`src/rtl/serial_adder_n.sv`:
```
// serial_adder_n: multi-cycle adder that adds DIGIT bits of a+b+cin per clock.
// A carry flop links consecutive slices, and a start/busy/done handshake frames
// each operation. N = WIDTH/DIGIT slices give a result N edges after accept.
// Optional: define SERIAL_ADDER_OVF_EN to add the signed-overflow output ovf.
module serial_adder_n #(
    parameter int WIDTH = 8,
    parameter int DIGIT = 1
) (
    input  logic             clk,
    input  logic             rst_n,
    input  logic             start,
    input  logic [WIDTH-1:0] a,
    input  logic [WIDTH-1:0] b,
    input  logic             cin,
    output logic             busy,
    output logic             done,
    output logic [WIDTH-1:0] sum,
    output logic             cout
`ifdef SERIAL_ADDER_OVF_EN
    ,
    output logic             ovf
`endif
);

    localparam int N  = WIDTH / DIGIT;
    localparam int CW = (N > 1) ? $clog2(N) : 1;
    localparam logic [CW-1:0] LAST = CW'(N - 1);

    typedef enum logic {IDLE, RUN} state_t;

    state_t           state;
    logic [WIDTH-1:0] a_sr;
    logic [WIDTH-1:0] b_sr;
    logic [WIDTH-1:0] res_sr;
    logic             carry;
    logic [CW-1:0]    cnt;

    logic [DIGIT:0]   slice;
    logic [WIDTH-1:0] res_next;
`ifdef SERIAL_ADDER_OVF_EN
    logic             msb_cin;
`endif

    // Slice adder on the low operand digits. The new digit enters the result
    // register at the MSB end, so after N slices the first digit sits at bit 0.
    always_comb begin
        slice    = {1'b0, a_sr[DIGIT-1:0]} + {1'b0, b_sr[DIGIT-1:0]} + {{DIGIT{1'b0}}, carry};
        res_next = (res_sr >> DIGIT) | (WIDTH'(slice[DIGIT-1:0]) << (WIDTH - DIGIT));
`ifdef SERIAL_ADDER_OVF_EN
        // Carry into the MSB: recover it from the MSB sum bit and the MSB operand bits.
        msb_cin  = a_sr[DIGIT-1] ^ b_sr[DIGIT-1] ^ slice[DIGIT-1];
`endif
    end

    // Control FSM and datapath. Results are published only at completion,
    // so sum/cout keep the previous answer throughout RUN.
    always_ff @(posedge clk or negedge rst_n) begin
        if (!rst_n) begin
            state  <= IDLE;
            a_sr   <= '0;
            b_sr   <= '0;
            res_sr <= '0;
            carry  <= 1'b0;
            cnt    <= '0;
            busy   <= 1'b0;
            done   <= 1'b0;
            sum    <= '0;
            cout   <= 1'b0;
`ifdef SERIAL_ADDER_OVF_EN
            ovf    <= 1'b0;
`endif
        end else begin
            done <= 1'b0;
            case (state)
                IDLE: begin
                    if (start) begin
                        a_sr   <= a;
                        b_sr   <= b;
                        carry  <= cin;
                        res_sr <= '0;
                        cnt    <= '0;
                        busy   <= 1'b1;
                        state  <= RUN;
                    end
                end
                RUN: begin
                    a_sr   <= a_sr >> DIGIT;
                    b_sr   <= b_sr >> DIGIT;
                    carry  <= slice[DIGIT];
                    res_sr <= res_next;
                    cnt    <= cnt + 1'b1;
                    if (cnt == LAST) begin
                        sum   <= res_next;
                        cout  <= slice[DIGIT];
`ifdef SERIAL_ADDER_OVF_EN
                        ovf   <= msb_cin ^ slice[DIGIT];
`endif
                        done  <= 1'b1;
                        busy  <= 1'b0;
                        state <= IDLE;
                    end
                end
                default: state <= IDLE;
            endcase
        end
    end

endmodule

```
`config.mk`:
```
export PLATFORM = sky130hd
export DESIGN_NAME = serial_adder_n
export DESIGN_NICKNAME = d
export VERILOG_FILES = /design/src/rtl/serial_adder_n.sv
export SDC_FILE = /design/constraint.sdc
export NUM_CORES = 1
export LEC_CHECK = 0
export BUFFER_PORTS_ARGS = -buffer_cell sky130_fd_sc_hd__buf_2
export CAP_MARGIN = 10
export CORE_ASPECT_RATIO = 1.25
export CORE_MARGIN = 2
export CORE_UTILIZATION = 36
export DETAILED_ROUTE_END_ITERATION = 16
export GPL_TIMING_DRIVEN = 0
export SLEW_MARGIN = 10
export SYNTH_ARGS = -nofsm -noshare
export SYNTH_HDL_FRONTEND = slang
export SYNTH_SLANG_ARGS = --single-unit
```
`constraint.sdc`:
```
create_clock -name clk -period 1.7 [get_ports clk]
set_input_delay 0.255 -clock clk [delete_from_list [all_inputs] [get_ports clk]]
set_output_delay 0.255 -clock clk [all_outputs]
set_load 0.1 [all_outputs]
```
==> flow_metrics.env, run 1 <==
export IMPL_outcome="finished clean"
export IMPL_cts_root_buf="clkbuf_8"
export IMPL_pin_count=31
export IMPL_worstMarginPinSlew_ps=854
export IMPL_pwr_share_clk_pct=16.8
export IMPL_powerDensity_mw_per_mm2=2010
export IMPL_max_stage_delay_ps=410
export IMPL_portBuffers=30
export IMPL_seq_area_frac_synth_pct=59.3
export IMPL_period_share_pct=90.8
export IMPL_fillers=449
export IMPL_ys_seq_elements=39
export IMPL_grt_antenna_before_repair=0
export IMPL_cp_slowest_cell="dfrtp_1"
export IMPL_setup_viol=0
export IMPL_grt_max_degree=40
export IMPL_core_mm2=0.00439
export IMPL_dp_cells=218
export IMPL_post_cts_resized=0
export IMPL_dieWidth_um=64.5
export IMPL_seq_area_um2=976
export IMPL_ant_nets=0
export IMPL_start_util_pct=37.5
export IMPL_cts_num_sinks=39
export IMPL_switching_share_pct=44.7
export IMPL_drive_gt1_share_pct=28.0
export IMPL_worst_clock_skew_ps=3.80
export IMPL_clockBufferDepth=2
export IMPL_netlist_instances=130
export IMPL_internal_power_mw=2.19
export IMPL_remaining_drc_errors=0
export IMPL_yosys_warnings=0
export IMPL_final_hold_viol_count=0
export IMPL_combPwrFrac_pct=44.9
export IMPL_cts_buffers=5
export IMPL_dp_hpwl_um=2140
export IMPL_crit_path_frequent_cell="ha_1"
export IMPL_max_vdd_ir_drop_mv=0.813
export IMPL_nets=191
export IMPL_fin_setup_tns_ps=0
export IMPL_insertion_delay_ps=280
export IMPL_holdCritPathClass="input port to async pin"
export IMPL_fin_crit_ps=1540
export IMPL_leakage_nw=0.999
export IMPL_rows=27
export IMPL_worstPathMaxFanout=10
export IMPL_grt_pass1_wl_um=4970
export IMPL_max_clock_freq_ghz=0.648
export IMPL_drv_slew=0
export IMPL_maxSlewHeadroom_pct=43.0
export IMPL_drtIter0Drc=15
export IMPL_grt_pass1_vias=1062
export IMPL_grt_setup_unrepaired="no"
export IMPL_avgRoutedWirePerCell_um=13.1
export IMPL_drt_vias_per_instance=4.86
export IMPL_utilization_pct=44.8
export IMPL_first_pass_iters=2
export IMPL_track_usage_pct=12.8
export IMPL_multi_input_area_um2=611
export IMPL_area_delta_synth_final_pct=19.6
export IMPL_drv_cap=0
export IMPL_fin_ws_ps=156
export IMPL_crit_path_start_kind="flip-flop"
export IMPL_cts_setup_buffers=0
export IMPL_num_antenna_cells=0
export IMPL_hold_buffers=0
export IMPL_r2r_cells=4
export IMPL_layoutNonFillerInstCount=226
export IMPL_design_die_area_mm2=0.00513
export IMPL_synth_cell_type_count=21
export IMPL_htree_levels=2
export IMPL_post_place_ws_ps=140
export IMPL_gp_congestion=0.681
export IMPL_wl_um=2960
export IMPL_net_switching_power_mw=1.77
export IMPL_arrival_ps=1710
export IMPL_die_height_um=79.6
export IMPL_path_clk_slew_ps=70
export IMPL_tritoncts="built"
export IMPL_syn_num_nets=154
export IMPL_path_cells="ha_1 -> ha_1 -> nand2_2 -> mux2_1"
export IMPL_syn_area_mm2=0.00165
export IMPL_synth_avg_cell_area_um2=12.7
export IMPL_path_class="flip-flop to flip-flop"
export IMPL_cp_end_kind="flip-flop"
export IMPL_grt_overflow_total=0
export IMPL_dr_total_vias=1098
export IMPL_required_ps=1870
export IMPL_p_seq_share_pct=38.3
power by group through the flow:
stage | sequential [mW] | clock, mW | combinational (mW)
floorplan | 2.23 | 0 | 0.723
global placement | 1.51 | 0 | 1.76
detailed placement | 1.54 | 0 | 1.80
CTS | 1.52 | 0.684 | 1.80
global route | 1.56 | 0.724 | 1.92
finish | 1.52 | 0.664 | 1.77
cell families after synthesis:
group	synth area share, %
AOI/OAI and AO/OA	9.58
adders and majority gates	3.50
buffers and inverters	3.57
DFF	59.3
muxes	17.1
and+or+nand+nor	6.92
placed cells by master, fill, tap and decap left out, types with 2 or more instances in the layout:
master | Yosys | layout
dfrtp_1 | 39 | 39
buf_2 | 2 | 32
mux2i_1 | 18 | 18
nand2_1 | 17 | 17
o21ai_1 | 17 | 17
mux2_1 | 9 | 9
a22o_1 | 7 | 7
clkbuf_8 | 0 | 7
nor2_1 | 3 | 3
ha_1 | 3 | 3
buf_4 | 2 | 2
clkbuf_1 | 1 | 2
buf_6 | 2 | 2
nand2b_1 | 2 | 2
critical path, delay by kind of cell (launching register included):
family                   cells  cell delay, ps
flip-flops                   1             410
adder cells (fa/ha/maj)      2             440
multiplexers                 1             360
AND/OR/NAND/NOR              1             220
worst paths after layout:
check	startpoint	to	slack, ps
setup / recovery	cnt[0]$_DFFE_PN0P_	sum[4]$_DFFE_PN0P_	160
max in group asynchronous	rst_n	res_sr[1]$_DFFE_PN0P_	1090
setup reg to reg	cnt[0]$_DFFE_PN0P_	sum[4]$_DFFE_PN0P_	160
hold reg to reg	sum[7]$_DFFE_PN0P_	sum[7]$_DFFE_PN0P_	490
min in group clk	a[7]	a_sr[7]$_DFFE_PN0P_	230
hold / removal	rst_n	a_sr[3]$_DFFE_PN0P_	80
state kept, by name, summed over array words and instances (netlist names):
| register | count |
|---|---|
| cout | 1 |
| busy | 1 |
| carry | 1 |
| state | 1 |
| b_sr | 8 |
| a_sr | 8 |
| sum | 8 |
| done | 1 |
| res_sr | 7 |
| cnt | 3 |
layer usage:
metal	global-route usage, %	up-vias	share of wire, %	wire length, um
met5	0	-	0	0
met4	5.74	0	1.9	56
met3	3.95	6	5.1	150
met2	20.7	22	50	1480
met1	15.7	548	43	1270
li1	-	522	-	-
cells in the mapped netlist:
cell type	number	area share [%]
dfrtp_1	39	59
a22o_1	7	3.7
buf_2	2	0.61
fa_1	1	1.2
buf_6	2	1.4
nand2_1	17	3.9
mux2i_1	18	11
clkbuf_1	1	0.23
nor2_1	3	0.68
o22ai_1	1	0.38
buf_4	2	0.91
a21oi_1	1	0.30
mux2_1	9	6.2
nand2b_2	1	0.53
ha_1	3	2.3
inv_1	1	0.23
nor2_4	1	0.68
o21ai_1	17	5.2
inv_2	1	0.23
nand2_2	1	0.38
nand2b_1	2	0.76
layout make-up:
| cell class | instances | share of cell area (%) |
|---|---|---|
| Inverter | 2 | 0.381 |
| Clock buffer | 8 | 5.09 |
| Buffer | 7 | 2.61 |
| Tap cell | 58 | 3.69 |
| Timing Repair Buffer | 30 | 7.63 |
| Sequential cell | 39 | 49.6 |
| Multi-Input combinational cell | 82 | 31.0 |
through the flow:
| stage | power [mW] | hold WS, ps | area (um2) |
|---|---|---|---|
| 2_1_floorplan | 2.95 | -40.6 | 1650 |
| 3_3_place_gp | 3.27 | 396 | 1870 |
| 3_5_place_dp | 3.33 | 413 | 1870 |
| 4_1_cts | 4.00 | 107 | 1970 |
| 5_1_grt | 4.20 | 147 | 1970 |
| 6_report | 3.96 | 81.5 | 1970 |
Power figures use the tool's default switching activity.
==> run 2: changes to the inputs <==
--- a/config.mk
+++ b/config.mk
@@ -12,6 +12,7 @@
 export CORE_UTILIZATION = 36
 export DETAILED_ROUTE_END_ITERATION = 16
 export GPL_TIMING_DRIVEN = 0
+export RECOVER_POWER = 25
 export SLEW_MARGIN = 10
 export SYNTH_ARGS = -nofsm -noshare
 export SYNTH_HDL_FRONTEND = slang
==> flow_metrics.env, run 2 (synthesis results as in run 1) <==
export IMPL_dieWidth_um=64.5
export IMPL_path_clk_slew_ps=70
export IMPL_cp_num_buf_inv=0
export IMPL_core_mm2=0.00439
export IMPL_final_hold_viol_count=0
export IMPL_num_antenna_cells=0
export IMPL_crit_path_start_kind="flip-flop"
export IMPL_powerDensity_mw_per_mm2=2010
export IMPL_drt_vias_per_instance=4.86
export IMPL_layoutNonFillerInstCount=226
export IMPL_remaining_drc_errors=0
export IMPL_timing_rr_start="cnt[0]$_DFFE_PN0P_"
export IMPL_grt_overflow_total=0
export IMPL_cp_slowest_cell="dfrtp_1"
export IMPL_track_usage_pct=12.8
export IMPL_critPathLaunch="cnt[0]$_DFFE_PN0P_"
export IMPL_cts_setup_buffers=0
export IMPL_top_regs="a_sr x8, b_sr x8, sum x8"
export IMPL_cts_num_sinks=39
export IMPL_start_util_pct=37.5
export IMPL_maxSlewHeadroom_pct=36.3
export IMPL_layout_commonest_cell="dfrtp_1"
export IMPL_arrival_ps=1710
export IMPL_pin_count=31
export IMPL_cts_root_buf="clkbuf_8"
export IMPL_avgRoutedWirePerCell_um=13.1
export IMPL_clockBufferDepth=2
export IMPL_grt_setup_unrepaired="no"
export IMPL_max_vdd_ir_drop_mv=0.813
export IMPL_hold_buffers=0
export IMPL_fillers=449
export IMPL_wl_um=2960
export IMPL_cts_buffers=5
export IMPL_nets=191
export IMPL_grt_pass1_vias=1062
export IMPL_ant_nets=0
export IMPL_worstPathMaxFanout=10
export IMPL_insertion_delay_ps=280
export IMPL_drtIter0Drc=15
export IMPL_tritoncts="built"
export IMPL_required_ps=1870
export IMPL_portBuffers=30
export IMPL_holdCritPathClass="input port to async pin"
export IMPL_post_cts_resized=0
export IMPL_cp_end_kind="flip-flop"
export IMPL_gp_congestion=0.681
export IMPL_worstMarginPinSlew_ps=956
export IMPL_layout_common_cells="39 x dfrtp_1, 31 x buf_2, 18 x mux2i_1, 17 x nand2_1, 17 x o21ai_1"
export IMPL_die_height_um=79.6
export IMPL_setup_viol=0
export IMPL_grt_max_degree=40
export IMPL_worst_clock_skew_ps=3.80
export IMPL_area_delta_synth_final_pct=19.6
export IMPL_rows=27
export IMPL_path_cells="ha_1 -> ha_1 -> nand2_2 -> mux2_1"
export IMPL_drv_slew=0
export IMPL_cp_top_family="adder cells"
export IMPL_grt_pass1_wl_um=4970
export IMPL_design_die_area_mm2=0.00513
export IMPL_crit_path_frequent_cell="ha_1"
export IMPL_max_stage_delay_ps=410
export IMPL_drv_cap=0
export IMPL_first_pass_iters=2
export IMPL_outcome="finished clean"
export IMPL_fin_setup_tns_ps=0
export IMPL_path_class="flip-flop to flip-flop"
export IMPL_leakage_nw=0.999
export IMPL_period_share_pct=90.8
export IMPL_max_clock_freq_ghz=0.648
export IMPL_dr_total_vias=1098
export IMPL_fin_crit_ps=1540
export IMPL_htree_levels=2
export IMPL_dp_cells=218
export IMPL_drive_gt1_share_pct=28.0
export IMPL_dp_hpwl_um=2140
export IMPL_grt_antenna_before_repair=0
==> run 2: changes by cell type in the layout (fill, tap and decap cells not counted), sizes merged <==
cell,change
clkbuf,+1
buf,-1
==> run 2: worst paths after layout <==
check	end	slack, ps	depth (start not counted)
worst max-delay path	sum[4]$_DFFE_PN0P_	160	4
worst min-delay path	a_sr[3]$_DFFE_PN0P_	110	1
worst max register to register	sum[4]$_DFFE_PN0P_	160	4
worst min register to register	sum[7]$_DFFE_PN0P_	490	1
max in group asynchronous	res_sr[1]$_DFFE_PN0P_	1010	1
min in group clk	a_sr[7]$_DFFE_PN0P_	230	3
==> run 2: layout make-up <==
class                      count  area, um2  share of cell area [%]
tap                           58       72.6                    3.69
sequential                    39        976                    49.6
multi-input combinational     82        611                    31.0
timing repair buffer          30        150                    7.63
buffer                         7       51.3                    2.61
clock buffer                   8        100                    5.09
inverter                       2       7.51                   0.381
==> run 2: per-layer routing <==
| metal | part of all wire, % | vias up | global-route usage [%] |
|---|---|---|---|
| met1 | 43 | 548 | 15.7 |
| li1 | - | 522 | - |
| met4 | 1.9 | 0 | 5.74 |
| met2 | 50 | 22 | 20.7 |
| met3 | 5.1 | 6 | 3.95 |
| met5 | 0 | - | 0 |
==> run 2: stage by stage <==
stage / hold slack (ps) / instance area (um2) / setup WS [ps] / power [mW] / util, %
after floorplan: -40.6 / 1650 / 272 / 2.95 / -
after global placement: 396 / 1870 / 181 / 3.27 / 42.5
after detailed placement: 413 / 1870 / 140 / 3.33 / 42.5
after CTS: 107 / 1970 / 135 / 4.00 / 44.8
after global routing: 189 / 1970 / 64.8 / 4.20 / 44.8
final: 114 / 1970 / 156 / 3.96 / 44.8
==> run 2: where the power goes <==
| group | internal [mW] | switching, mW | leakage, nW |
|---|---|---|---|
| sequential | 1.30 | 0.220 | 0.506 |
| combinational | 0.520 | 1.26 | 0.442 |
| clock | 0.370 | 0.294 | 0.0515 |
==> run 2: worst reg2reg max path, cell delays in order (launching register included) <==
cell     delay (ps)
dfrtp_1         410
ha_1            230
ha_1            210
nand2_2         220
mux2_1          360
==> run 3: changes to the inputs <==
--- a/config.mk
+++ b/config.mk
@@ -12,6 +12,7 @@
 export CORE_UTILIZATION = 36
 export DETAILED_ROUTE_END_ITERATION = 16
 export GPL_TIMING_DRIVEN = 0
+export PLACE_DENSITY = 0.64
 export RECOVER_POWER = 25
 export SLEW_MARGIN = 10
 export SYNTH_ARGS = -nofsm -noshare
==> flow_metrics.env, run 3 (synthesis results as in run 1) <==
export IMPL_grt_pass1_vias=1191
export IMPL_portBuffers=30
export IMPL_rows=27
export IMPL_post_cts_resized=0
export IMPL_remaining_drc_errors=0
export IMPL_drv_cap=0
export IMPL_num_antenna_cells=0
export IMPL_r2r_end="sum[6]$_DFFE_PN0P_"
export IMPL_setup_viol=0
export IMPL_max_clock_freq_ghz=0.643
export IMPL_cts_num_sinks=39
export IMPL_post_place_ws_ps=122
export IMPL_ant_nets=0
export IMPL_drive_gt1_share_pct=28.6
export IMPL_max_stage_delay_ps=410
export IMPL_avgRoutedWirePerCell_um=13.5
export IMPL_area_delta_synth_final_pct=18.6
export IMPL_fin_ws_ps=144
export IMPL_crit_path_frequent_cell="ha_1"
export IMPL_tritoncts="built"
export IMPL_dr_total_vias=1089
export IMPL_cp_end_kind="flip-flop"
export IMPL_period_share_pct=91.5
export IMPL_crit_path_start_kind="flip-flop"
export IMPL_htree_levels=2
export IMPL_grt_antenna_before_repair=0
export IMPL_leakage_nw=0.996
export IMPL_clockBufferDepth=2
export IMPL_grt_setup_unrepaired="no"
export IMPL_layout_commonest_cell="dfrtp_1"
export IMPL_top_regs="a_sr x8, b_sr x8, sum x8"
export IMPL_dpl_cell_area_mm2=0.00187
export IMPL_gp_congestion=0.700
export IMPL_cts_root_buf="clkbuf_8"
export IMPL_drt_vias_per_instance=4.82
export IMPL_outcome="finished clean"
export IMPL_path_class="flip-flop to flip-flop"
export IMPL_worst_clock_skew_ps=3.74
export IMPL_fin_crit_ps=1560
export IMPL_start_util_pct=37.5
export IMPL_design_die_area_mm2=0.00513
export IMPL_drtIter0Drc=33
export IMPL_worstPathMaxFanout=10
export IMPL_path_clk_slew_ps=70
export IMPL_regToRegSetupSlack_ps=140
export IMPL_fillers=445
export IMPL_path_cells="ha_1 -> ha_1 -> nand2_2 -> mux2_1"
export IMPL_track_usage_pct=13.5
export IMPL_maxSlewHeadroom_pct=37.6
export IMPL_layout_common_cells="39 x dfrtp_1, 31 x buf_2, 18 x mux2i_1, 17 x nand2_1, 17 x o21ai_1"
export IMPL_hold_buffers=0
export IMPL_holdCritPathClass="input port to async pin"
export IMPL_first_pass_iters=4
export IMPL_max_vdd_ir_drop_mv=0.872
export IMPL_cts_setup_buffers=0
export IMPL_nets=191
export IMPL_dp_cells=218
export IMPL_final_area_mm2=0.00195
export IMPL_die_height_um=79.6
export IMPL_cp_slowest_cell="dfrtp_1"
export IMPL_layoutNonFillerInstCount=226
export IMPL_r2r_cells=4
export IMPL_required_ps=1870
export IMPL_cts_buffers=5
export IMPL_powerDensity_mw_per_mm2=1990
export IMPL_grt_overflow_total=0
export IMPL_dieWidth_um=64.5
export IMPL_utilization_pct=44.4
export IMPL_grt_max_degree=40
export IMPL_wl_um=3050
export IMPL_timing_rr_start="cnt[0]$_DFFE_PN0P_"
export IMPL_worstMarginPinSlew_ps=936
export IMPL_grt_pass1_wl_um=5240
export IMPL_drv_slew=0
export IMPL_pin_count=31
export IMPL_dp_hpwl_um=2250
export IMPL_final_hold_viol_count=0
export IMPL_fin_setup_tns_ps=0
export IMPL_arrival_ps=1730
export IMPL_core_mm2=0.00439
export IMPL_insertion_delay_ps=290
## run 3: worst max-delay path by stage
stage	from	to	slack (ps)	depth (start not counted)
6_report	cnt[0]$_DFFE_PN0P_	sum[6]$_DFFE_PN0P_	140	4
5_1_grt	cnt[0]$_DFFE_PN0P_	sum[6]$_DFFE_PN0P_	60	4
4_1_cts	cnt[0]$_DFFE_PN0P_	sum[6]$_DFFE_PN0P_	110	4
3_5_place_dp	cnt[0]$_DFFE_PN0P_	sum[6]$_DFFE_PN0P_	120	4
3_3_place_gp	cnt[0]$_DFFE_PN0P_	sum[5]$_DFFE_PN0P_	170	4
2_1_floorplan	cnt[0]$_DFFE_PN0P_	cout$_DFFE_PN0P_	270	4
## run 3: cell type report
type	count	area [um2]	share of cell area (%)
Clock inverter	3	15.0	0.769
Multi-Input combinational cell	82	611	31.3
Sequential cell	39	976	50.0
Clock buffer	5	68.8	3.53
Timing Repair Buffer	30	150	7.69
Tap cell	58	72.6	3.72
Buffer	7	51.3	2.63
Inverter	2	7.51	0.385
## run 3: where the power goes
part | switching [mW] | internal [mW]
logic | 1.26 | 0.522
registers | 0.227 | 1.30
clock network | 0.303 | 0.280
total | 1.79 | 2.10
## run 3: metrics by stage
stage | hold WS [ps] | total power, mW
after detailed placement | 408 | 3.35
after global placement | 394 | 3.27
after floorplan | -40.6 | 2.95
after CTS | 90.9 | 3.94
final | 99.9 | 3.89
after global routing | 170 | 4.14
## run 3: critical path: cells and delay by family, from the launching register on
kind                       cells  cell delay [ps]
and+or+nand+nor                1              220
muxes                          1              360
DFF                            1              410
adders and majority gates      2              450
## run 3: per-layer routing
metal  part of all wire, %  vias up  track usage, %
li1                      -      522               -
met1                    41      536            14.6
met2                    51       26            23.9
met3                   5.6        5            4.80
met4                   1.7        0            5.11
met5                     0        -               0
